===== src/rtl/sysx_pkg.sv =====
// rtl/sysx_pkg.sv - sysX pipe phase encoding, byte-lane mapping and bus constants
package sysx_pkg;

  typedef enum logic [2:0] {
    sPipeIdle     = 3'd0,
    sPipeBegin    = 3'd1,
    sPipeLowLow   = 3'd2,
    sPipeLow      = 3'd3,
    sPipeHigh     = 3'd4,
    sPipeHighHigh = 3'd5,
    sPipeEnd      = 3'd6,
    sPipeInvalid  = 3'd7
  } pipePhase_t;

  localparam logic [7:0] SYSX_STATUS_OK   = 8'h00;
  localparam logic [1:0] SYSX_SELECT_NONE = 2'd0;

  function automatic logic isDataPhase(input pipePhase_t phase);
    return (phase >= sPipeLowLow) && (phase <= sPipeHighHigh);
  endfunction

  // The bus numbers bits MSB-first, so wire lane [24:31] is numeric bits [7:0] here.
  function automatic logic [4:0] laneBase(input pipePhase_t phase);
    case (phase)
      sPipeLowLow: return 5'd0;
      sPipeLow:    return 5'd8;
      sPipeHigh:   return 5'd16;
      default:     return 5'd24;
    endcase
  endfunction

endpackage


===== src/rtl/sysx_bus_clockgen.sv =====
// rtl/sysx_bus_clockgen.sv - per-phase counter: phase strobes and bus clock level
module sysx_bus_clockgen #(
  parameter int CLOCK_DIV = 2
) (
  input  logic iClock,
  input  logic iReset,
  input  logic iActive,
  output logic oPhaseStart,
  output logic oSample,
  output logic oPhaseEnd,
  output logic oBusClock
);

  localparam int PHASE_LEN = 2 * CLOCK_DIV;
  localparam int CW = (PHASE_LEN > 2) ? $clog2(PHASE_LEN) : 1;
  localparam logic [CW-1:0] LAST = CW'(PHASE_LEN - 1);
  localparam logic [CW-1:0] HALF = CW'(CLOCK_DIV);

  logic [CW-1:0] count;

  // Held at zero while idle so the first Begin cycle always starts the phase.
  always_ff @(posedge iClock or posedge iReset) begin
    if (iReset) begin
      count <= '0;
    end else if (!iActive || count == LAST) begin
      count <= '0;
    end else begin
      count <= count + CW'(1);
    end
  end

  assign oPhaseStart = iActive && (count == '0);
  assign oSample     = iActive && (count == HALF);
  assign oPhaseEnd   = iActive && (count == LAST);
  assign oBusClock   = iActive && (count >= HALF);

endmodule


===== src/rtl/sysx_pipe_scheduler.sv =====
// rtl/sysx_pipe_scheduler.sv - round-robin sysX bus scheduler for requesters A and B
// SYSX_SCHED_STATUS_EN: End-phase MISO byte is a slave status; nonzero flags oRespError.
module sysx_pipe_scheduler
  import sysx_pkg::*;
#(
  parameter int CLOCK_DIV = 2
) (
  input  logic        iClock,
  input  logic        iReset,
  input  logic        iReqValidA,
  input  logic [1:0]  iReqSelectA,
  input  logic [7:0]  iReqCmdA,
  input  logic [31:0] iReqDataA,
  output logic        oReqReadyA,
  input  logic        iReqValidB,
  input  logic [1:0]  iReqSelectB,
  input  logic [7:0]  iReqCmdB,
  input  logic [31:0] iReqDataB,
  output logic        oReqReadyB,
  output logic        oRespValid,
  output logic        oRespId,
  output logic [31:0] oRespData,
  output logic        oRespError,
  output logic [7:0]  oBusMOSI,
  input  logic [7:0]  iBusMISO,
  output logic        oBusClock,
  output logic [1:0]  oBusSelect
);

  pipePhase_t  phase, nextPhase;
  logic        lastGrantB, curId;
  logic [1:0]  curSel, winSel;
  logic [7:0]  curCmd;
  logic [31:0] curData, collected;
  logic        busActive, accept, grantA, grantB;
  logic        phaseStart, sample, phaseEnd;

  assign busActive = (phase != sPipeIdle) && (phase != sPipeInvalid);
  assign grantB    = iReqValidB && (!iReqValidA || !lastGrantB);
  assign grantA    = iReqValidA && !grantB;
  assign accept    = (phase == sPipeIdle) && !iReset && (iReqValidA || iReqValidB);
  assign winSel    = grantB ? iReqSelectB : iReqSelectA;

  assign oReqReadyA = accept && grantA;
  assign oReqReadyB = accept && grantB;

  sysx_bus_clockgen #(.CLOCK_DIV(CLOCK_DIV)) uClockgen (
    .iClock      (iClock),
    .iReset      (iReset),
    .iActive     (busActive),
    .oPhaseStart (phaseStart),
    .oSample     (sample),
    .oPhaseEnd   (phaseEnd),
    .oBusClock   (oBusClock)
  );

  always_ff @(posedge iClock or posedge iReset) begin
    if (iReset) phase <= sPipeIdle;
    else        phase <= nextPhase;
  end

  always_comb begin
    nextPhase = phase;
    case (phase)
      sPipeIdle:
        if (accept && winSel != SYSX_SELECT_NONE) nextPhase = sPipeBegin;
      sPipeBegin, sPipeLowLow, sPipeLow, sPipeHigh, sPipeHighHigh:
        if (phaseEnd) nextPhase = pipePhase_t'(phase + 3'd1);
      sPipeEnd:
        if (phaseEnd) nextPhase = sPipeIdle;
      default:
        nextPhase = sPipeIdle;
    endcase
  end

`ifdef SYSX_SCHED_STATUS_EN
  logic [7:0] statusByte, endStatus;
  // With CLOCK_DIV=1 the End sample and End completion share a cycle.
  assign endStatus = sample ? iBusMISO : statusByte;
`endif

  always_ff @(posedge iClock or posedge iReset) begin
    if (iReset) begin
      lastGrantB <= 1'b1;
      curId      <= 1'b0;
      curSel     <= SYSX_SELECT_NONE;
      curCmd     <= 8'h00;
      curData    <= '0;
      collected  <= '0;
      oRespValid <= 1'b0;
      oRespId    <= 1'b0;
      oRespData  <= '0;
      oRespError <= 1'b0;
`ifdef SYSX_SCHED_STATUS_EN
      statusByte <= SYSX_STATUS_OK;
`endif
    end else begin
      oRespValid <= 1'b0;
      if (accept) begin
        lastGrantB <= grantB;
        curId      <= grantB;
        curSel     <= winSel;
        curCmd     <= grantB ? iReqCmdB : iReqCmdA;
        curData    <= grantB ? iReqDataB : iReqDataA;
        if (winSel == SYSX_SELECT_NONE) begin
          oRespValid <= 1'b1;
          oRespId    <= grantB;
          oRespData  <= '0;
          oRespError <= 1'b1;
        end
      end
      if (phaseStart && phase == sPipeBegin) collected <= '0;
      if (sample && isDataPhase(phase)) collected[laneBase(phase) +: 8] <= iBusMISO;
`ifdef SYSX_SCHED_STATUS_EN
      if (sample && phase == sPipeEnd) statusByte <= iBusMISO;
`endif
      if (phaseEnd && phase == sPipeEnd) begin
        oRespValid <= 1'b1;
        oRespId    <= curId;
        oRespData  <= collected;
`ifdef SYSX_SCHED_STATUS_EN
        oRespError <= (endStatus != SYSX_STATUS_OK);
`else
        oRespError <= 1'b0;
`endif
      end
    end
  end

  always_comb begin
    oBusMOSI = 8'h00;
    case (phase)
      sPipeBegin:                                     oBusMOSI = curCmd;
      sPipeLowLow, sPipeLow, sPipeHigh, sPipeHighHigh: oBusMOSI = curData[laneBase(phase) +: 8];
      default:                                        oBusMOSI = 8'h00;
    endcase
  end

  assign oBusSelect = busActive ? curSel : SYSX_SELECT_NONE;

endmodule


===== config.mk =====
export PLATFORM = sky130hd
export DESIGN_NAME = sysx_pipe_scheduler
export DESIGN_NICKNAME = d
export VERILOG_FILES = /design/src/rtl/sysx_pkg.sv /design/src/rtl/sysx_bus_clockgen.sv /design/src/rtl/sysx_pipe_scheduler.sv
export SDC_FILE = /design/constraint.sdc
export NUM_CORES = 1
export LEC_CHECK = 0
export ABC_AREA = 1
export CORE_ASPECT_RATIO = 2
export CORE_MARGIN = 5
export CORE_UTILIZATION = 49
export CTS_CLUSTER_SIZE = 24
export DETAILED_ROUTE_END_ITERATION = 16
export PLACE_DENSITY = 0.87
export SLEW_MARGIN = 40
export SYNTH_ARGS = -nofsm -noshare
export SYNTH_HDL_FRONTEND = slang
export SYNTH_SLANG_ARGS = --single-unit

===== constraint.sdc =====
create_clock -name iClock -period 7.61 [get_ports iClock]
set_input_delay 1.522 -clock iClock [delete_from_list [all_inputs] [get_ports iClock]]
set_output_delay 1.522 -clock iClock [all_outputs]
set_load 0.005 [all_outputs]

# == Yosys cells after proc, flatten, opt, wreduce, memory -nomap -nowiden ==
# Index checks and enable logic that the tools add are counted.
# classes
add_sub_neg,3
magnitude_cmp,3
eq_ne,12
n_shift,3
mux,28
reduce_logical,35
# ops
operator,n
$mux 32,6
$bwmux 32,1
$shift 8x7->32 const A,1
$shiftx 32x6->8,1
$shiftx 8x7->32,1
$logic_and 1x1->1,16
$pmux 8 s2,1
$pmux 5 s3,1
$mux 5,2
$eq 3x3->1 const B,3
$mux 1,9
$mux 3,3
$pmux 3 s3,1
$mux 8,1
$neg 5->7,1
$eq 3x2->1 const B,2
$mux 2,3
$reduce_bool 2->1,3
$logic_not 1->1,5
$reduce_or 5->1,1
$eq 2x2->1 const B,2
$logic_not 2->1,2
$ne 2x2->1 const B,2
$reduce_or 4->1,1
13 further kinds,15
# totals
reg_bits,116
in_bits,96
output_inout_bits,48
elab_cells,96

# == Logic depth before layout (Yosys ltp) ==
# depth
word_depth,9
ltp_mapped,11
mapped_depth_nobuf,10

# == Cells and area by module ==
# A second synthesis with hierarchy kept.
# unflattened
cells_unflattened,719
hier_area_um2,5850.6
# modules_own_cells
module,n_inst,cells_each,area_each_um2,seq_area_each_um2
sysx_pipe_scheduler,1,698,5703.0,2854.0
sysx_bus_clockgen,1,21,147.6,50.0

# == Worst setup path after synthesis ==
# No wires, ideal clock.
# synth_path
path_kind,input-to-output
startpoint,input iReset
endpoint,output oReqReadyA
arrival_time_ps,5002
required_ps,6088
path_slack_ps,1086
cell_stages,6
n_path_buf,1
cell_sequence,inv_1 > nand3_1 > nor2_2 > inv_2 > clkbuf_1 > nor2_1
# synth_between
elab_chain_len,4
# synth_rtl
item,line,text
"start, declared",sysx_pipe_scheduler.sv:9,"input logic iReset,"
$logic_not 1->1 (no source line),-,
$logic_and 1x1->1 (2 in a row),sysx_pipe_scheduler.sv:41,assign accept = (phase == sPipeIdle) && !iReset && (iReqValidA || iReqValidB);
$logic_and 1x1->1,sysx_pipe_scheduler.sv:44,assign oReqReadyA = accept && grantA;
"end, declared",sysx_pipe_scheduler.sv:14,"output logic oReqReadyA,"
# Every way passes these cells.

# == Worst setup path in the final report ==
# Same ends and word-level chain as after synthesis.

==> results.cfg <==
[status]
status = complete, no violations

[cells_and_area]
fin_nets = 949
n_antenna_cell = 0
layout-drive-gt1-share_pct = 6.643
fin_area_mm2 = 0.007756
area_growth_pct = 36.24
nFillCells = 876

[placed_design]
portBuffers = 143
dp_hpwl_um = 11970
gp_congestion = 0.8897
placed_area_mm2 = 0.007156

[drt]
wl_per_cell_um = 16.70
drc = 0
dr.pass1.iters = 5
drt-met1-wl_um = 5251
top_layer = met4
wl_met3_um = 904
dr_wl_met2_um = 9508
num_vias = 5465
via_per_inst = 5.465
routed_wirelength_um = 16700
antenna_left = 0
drt_iter0_drc = 234

[timing]
fin_crit_sh_pct = 74.58
finalHoldViolations = 0
slew_headroom_pct = 49.25
setup_violations = 0
hold_ws_ps = 469.9
slew_violations = 0
rsz0062_at_grt = no
final.setup.tns_ps = 0
fmax_mhz = 176.2
fin_worst_skew_ps = 3.562
fin_crit_ps = 5675
tightestPinTransition_ps = 759.4

[cts]
htreeDepth = 4
clkLatencyLatePin_ps = 410
cts_tree = built
hold_buffers = 0
cts.path.max_buffers = 2
cts.clk_slew.worst_paths_ps = 50
cts_root_buf = clkbuf_16
cts.repair.resized = 0
cts_setup_buffers = 0
clkSinkCount = 116
numCtsBuffers = 17

[global_route]
grtUsageTotal_pct = 24.65
grt_overflow = 0
grt_pass1_wl_um = 26740
grt_pass1_vias = 5754
antenna_found_initial = 0
grt_max_degree = 83

[floorplanning]
pin_count = 144
die_w_um = 86.22
dieArea_mm2 = 0.01400
start_util_pct = 50.14
num_rows = 55
core_mm2 = 0.01135
die-height_um = 162.4

[pwr]
powerDensity_mw_per_mm2 = 399.8
ir_drop_v = 0.0002540
cellLeakagePower_nw = 3.764

[critical_path]
cpMostUsedCell = clkdlybuf4s50_1
cp.required_ps = 6090
critPathCaptureType = output port
path_max_fanout = 63
r2r_start = phase[1]
startpoint_type = input pin
cp_data_arrival_time_ps = 4150
rrSetupSlack_ps = 4940
cp_num_buf_inv = 5
cp_slowest_stage_delay_ps = 520
crit_type = in2out
reg2reg_depth = 8
slowest_stage = clkdlybuf4s50_1
r2r-end = oRespData[17]
cp_cell_sequence = clkdlybuf4s50_1 -> inv_4 -> nand3_1 -> nor2_4 -> buf_4 -> inv_2 -> nor2_1 -> clkdlybuf4s50_1
cp_top_family = buffers and inverters

[logic_synthesis]
synth_cells = 717
syn_nets = 821
ys_ff_latch = 116
yosys_warnings = 0
synth.cell_area_mm2 = 0.005693
yosysSeqAreaShare_pct = 51.01
avgSynthCellArea_um2 = 7.940
ys_types = 30

[worst_hold_path]
min_path_cells = 1
hold_end = uClockgen.count[0]
worstHoldStart = uClockgen.count[0]
hp-class = reg2reg

[job]
maxCapViolCount = 0
## registers in the layout, summed over array words and instances (netlist names), 2 cells and up
name and flops:
uClockgen.count 2, phase 3, curData 32, collected 32
oRespData 32, curCmd 8, curSel 2
## Yosys cell counts
library cell,n,share of area (%)
nor2_1,49,3.2
buf_1,1,0.066
buf_6,2,0.40
nand2_1,212,14
nor2_8,1,0.35
nand4_1,7,0.77
dfrtp_1,115,51
nand2_4,3,0.59
dfstp_2,1,0.46
nand3_2,1,0.18
o211ai_1,1,0.13
o22ai_1,16,1.8
nor2_2,2,0.22
inv_1,35,2.3
nand3_4,1,0.31
inv_2,5,0.33
o21ai_0,64,5.6
nor3_1,1,0.088
nand3b_1,1,0.13
nand2_2,5,0.55
buf_4,3,0.40
clkbuf_1,17,1.1
nand3_1,124,11
a21oi_1,2,0.18
clkinv_1,2,0.13
buf_2,15,1.3
nor2_4,1,0.20
nor3b_1,1,0.13
o21ai_1,21,1.8
ha_1,8,1.8
## final cells by class
cell class	instances	area, um^2	area share, %
Sequential cell	116	2904	37.44
Multi-Input combinational cell	521	2449	31.57
Clock inverter	13	157.7	2.033
Clock buffer	19	442.9	5.711
Timing Repair Buffer	147	1465	18.89
Tap cell	142	177.7	2.291
Inverter	42	160.2	2.065
## kinds of logic after synthesis
kind of cell	Yosys count	share of synthesized area [%]
AO/OA/AOI/OAI	104	9.539
buffers and inverters	80	6.066
AND/OR/NAND/NOR	409	31.63
flip-flops	116	51.01
adder cells (fa/ha/maj)	8	1.758
## power by group
part	internal [mW]	total [mW]	switching, mW
combinational	0.551	1.24	0.691
clock	0.521	0.805	0.284
sequential	0.889	1.05	0.165
## through the flow
stage	setup WS, ps	power, mW	util [%]	cells
2_1_floorplan	1086	1.742	-	717
3_3_place_gp	2010	2.241	62.99	968
3_5_place_dp	1927	2.288	63.02	968
4_1_cts	1910	3.114	68.31	1000
5_1_grt	1655	3.319	68.31	1000
6_report	1935	3.101	68.31	1000
## layer usage
| metal | global-route usage, % | vias to the layer above |
|---|---|---|
| met3 | 5.722 | 71 |
| li1 | - | 2628 |
| met5 | 0 | - |
| met2 | 46.94 | 220 |
| met1 | 22.53 | 2546 |
| met4 | 15.32 | 0 |
## cell usage in the layout (no fill, tap or decap), types with 2 or more instances in the layout
cell / count
clkbuf_16: 17
nor2_1: 49
clkinv_2: 4
nor2_4: 2
nand2_1: 212
buf_4: 3
clkinvlp_4: 4
clkdlybuf4s50_1: 143
bufinv_16: 3
dfrtp_1: 115
nand2_4: 3
inv_2: 6
nand2_2: 5
nand3_1: 124
a21oi_1: 2
ha_1: 8
o22ai_1: 16
o21ai_1: 21
o21ai_0: 64
clkinv_1: 2
inv_1: 33
nand4_1: 7
## how the worst max path moves through the flow
stage / startpoint / end / slack (ps) / depth (start not counted)
global placement: iReset / oReqReadyA / 2010 / 8
detailed placement: iReset / oReqReadyA / 1930 / 8
global route: iReset / oReqReadyA / 1660 / 8
CTS: iReset / oReqReadyA / 1910 / 8
floorplan: iReset / oReqReadyA / 1090 / 6
finish: iReset / oReqReadyA / 1930 / 8
(Power assumes the default switching activity.)
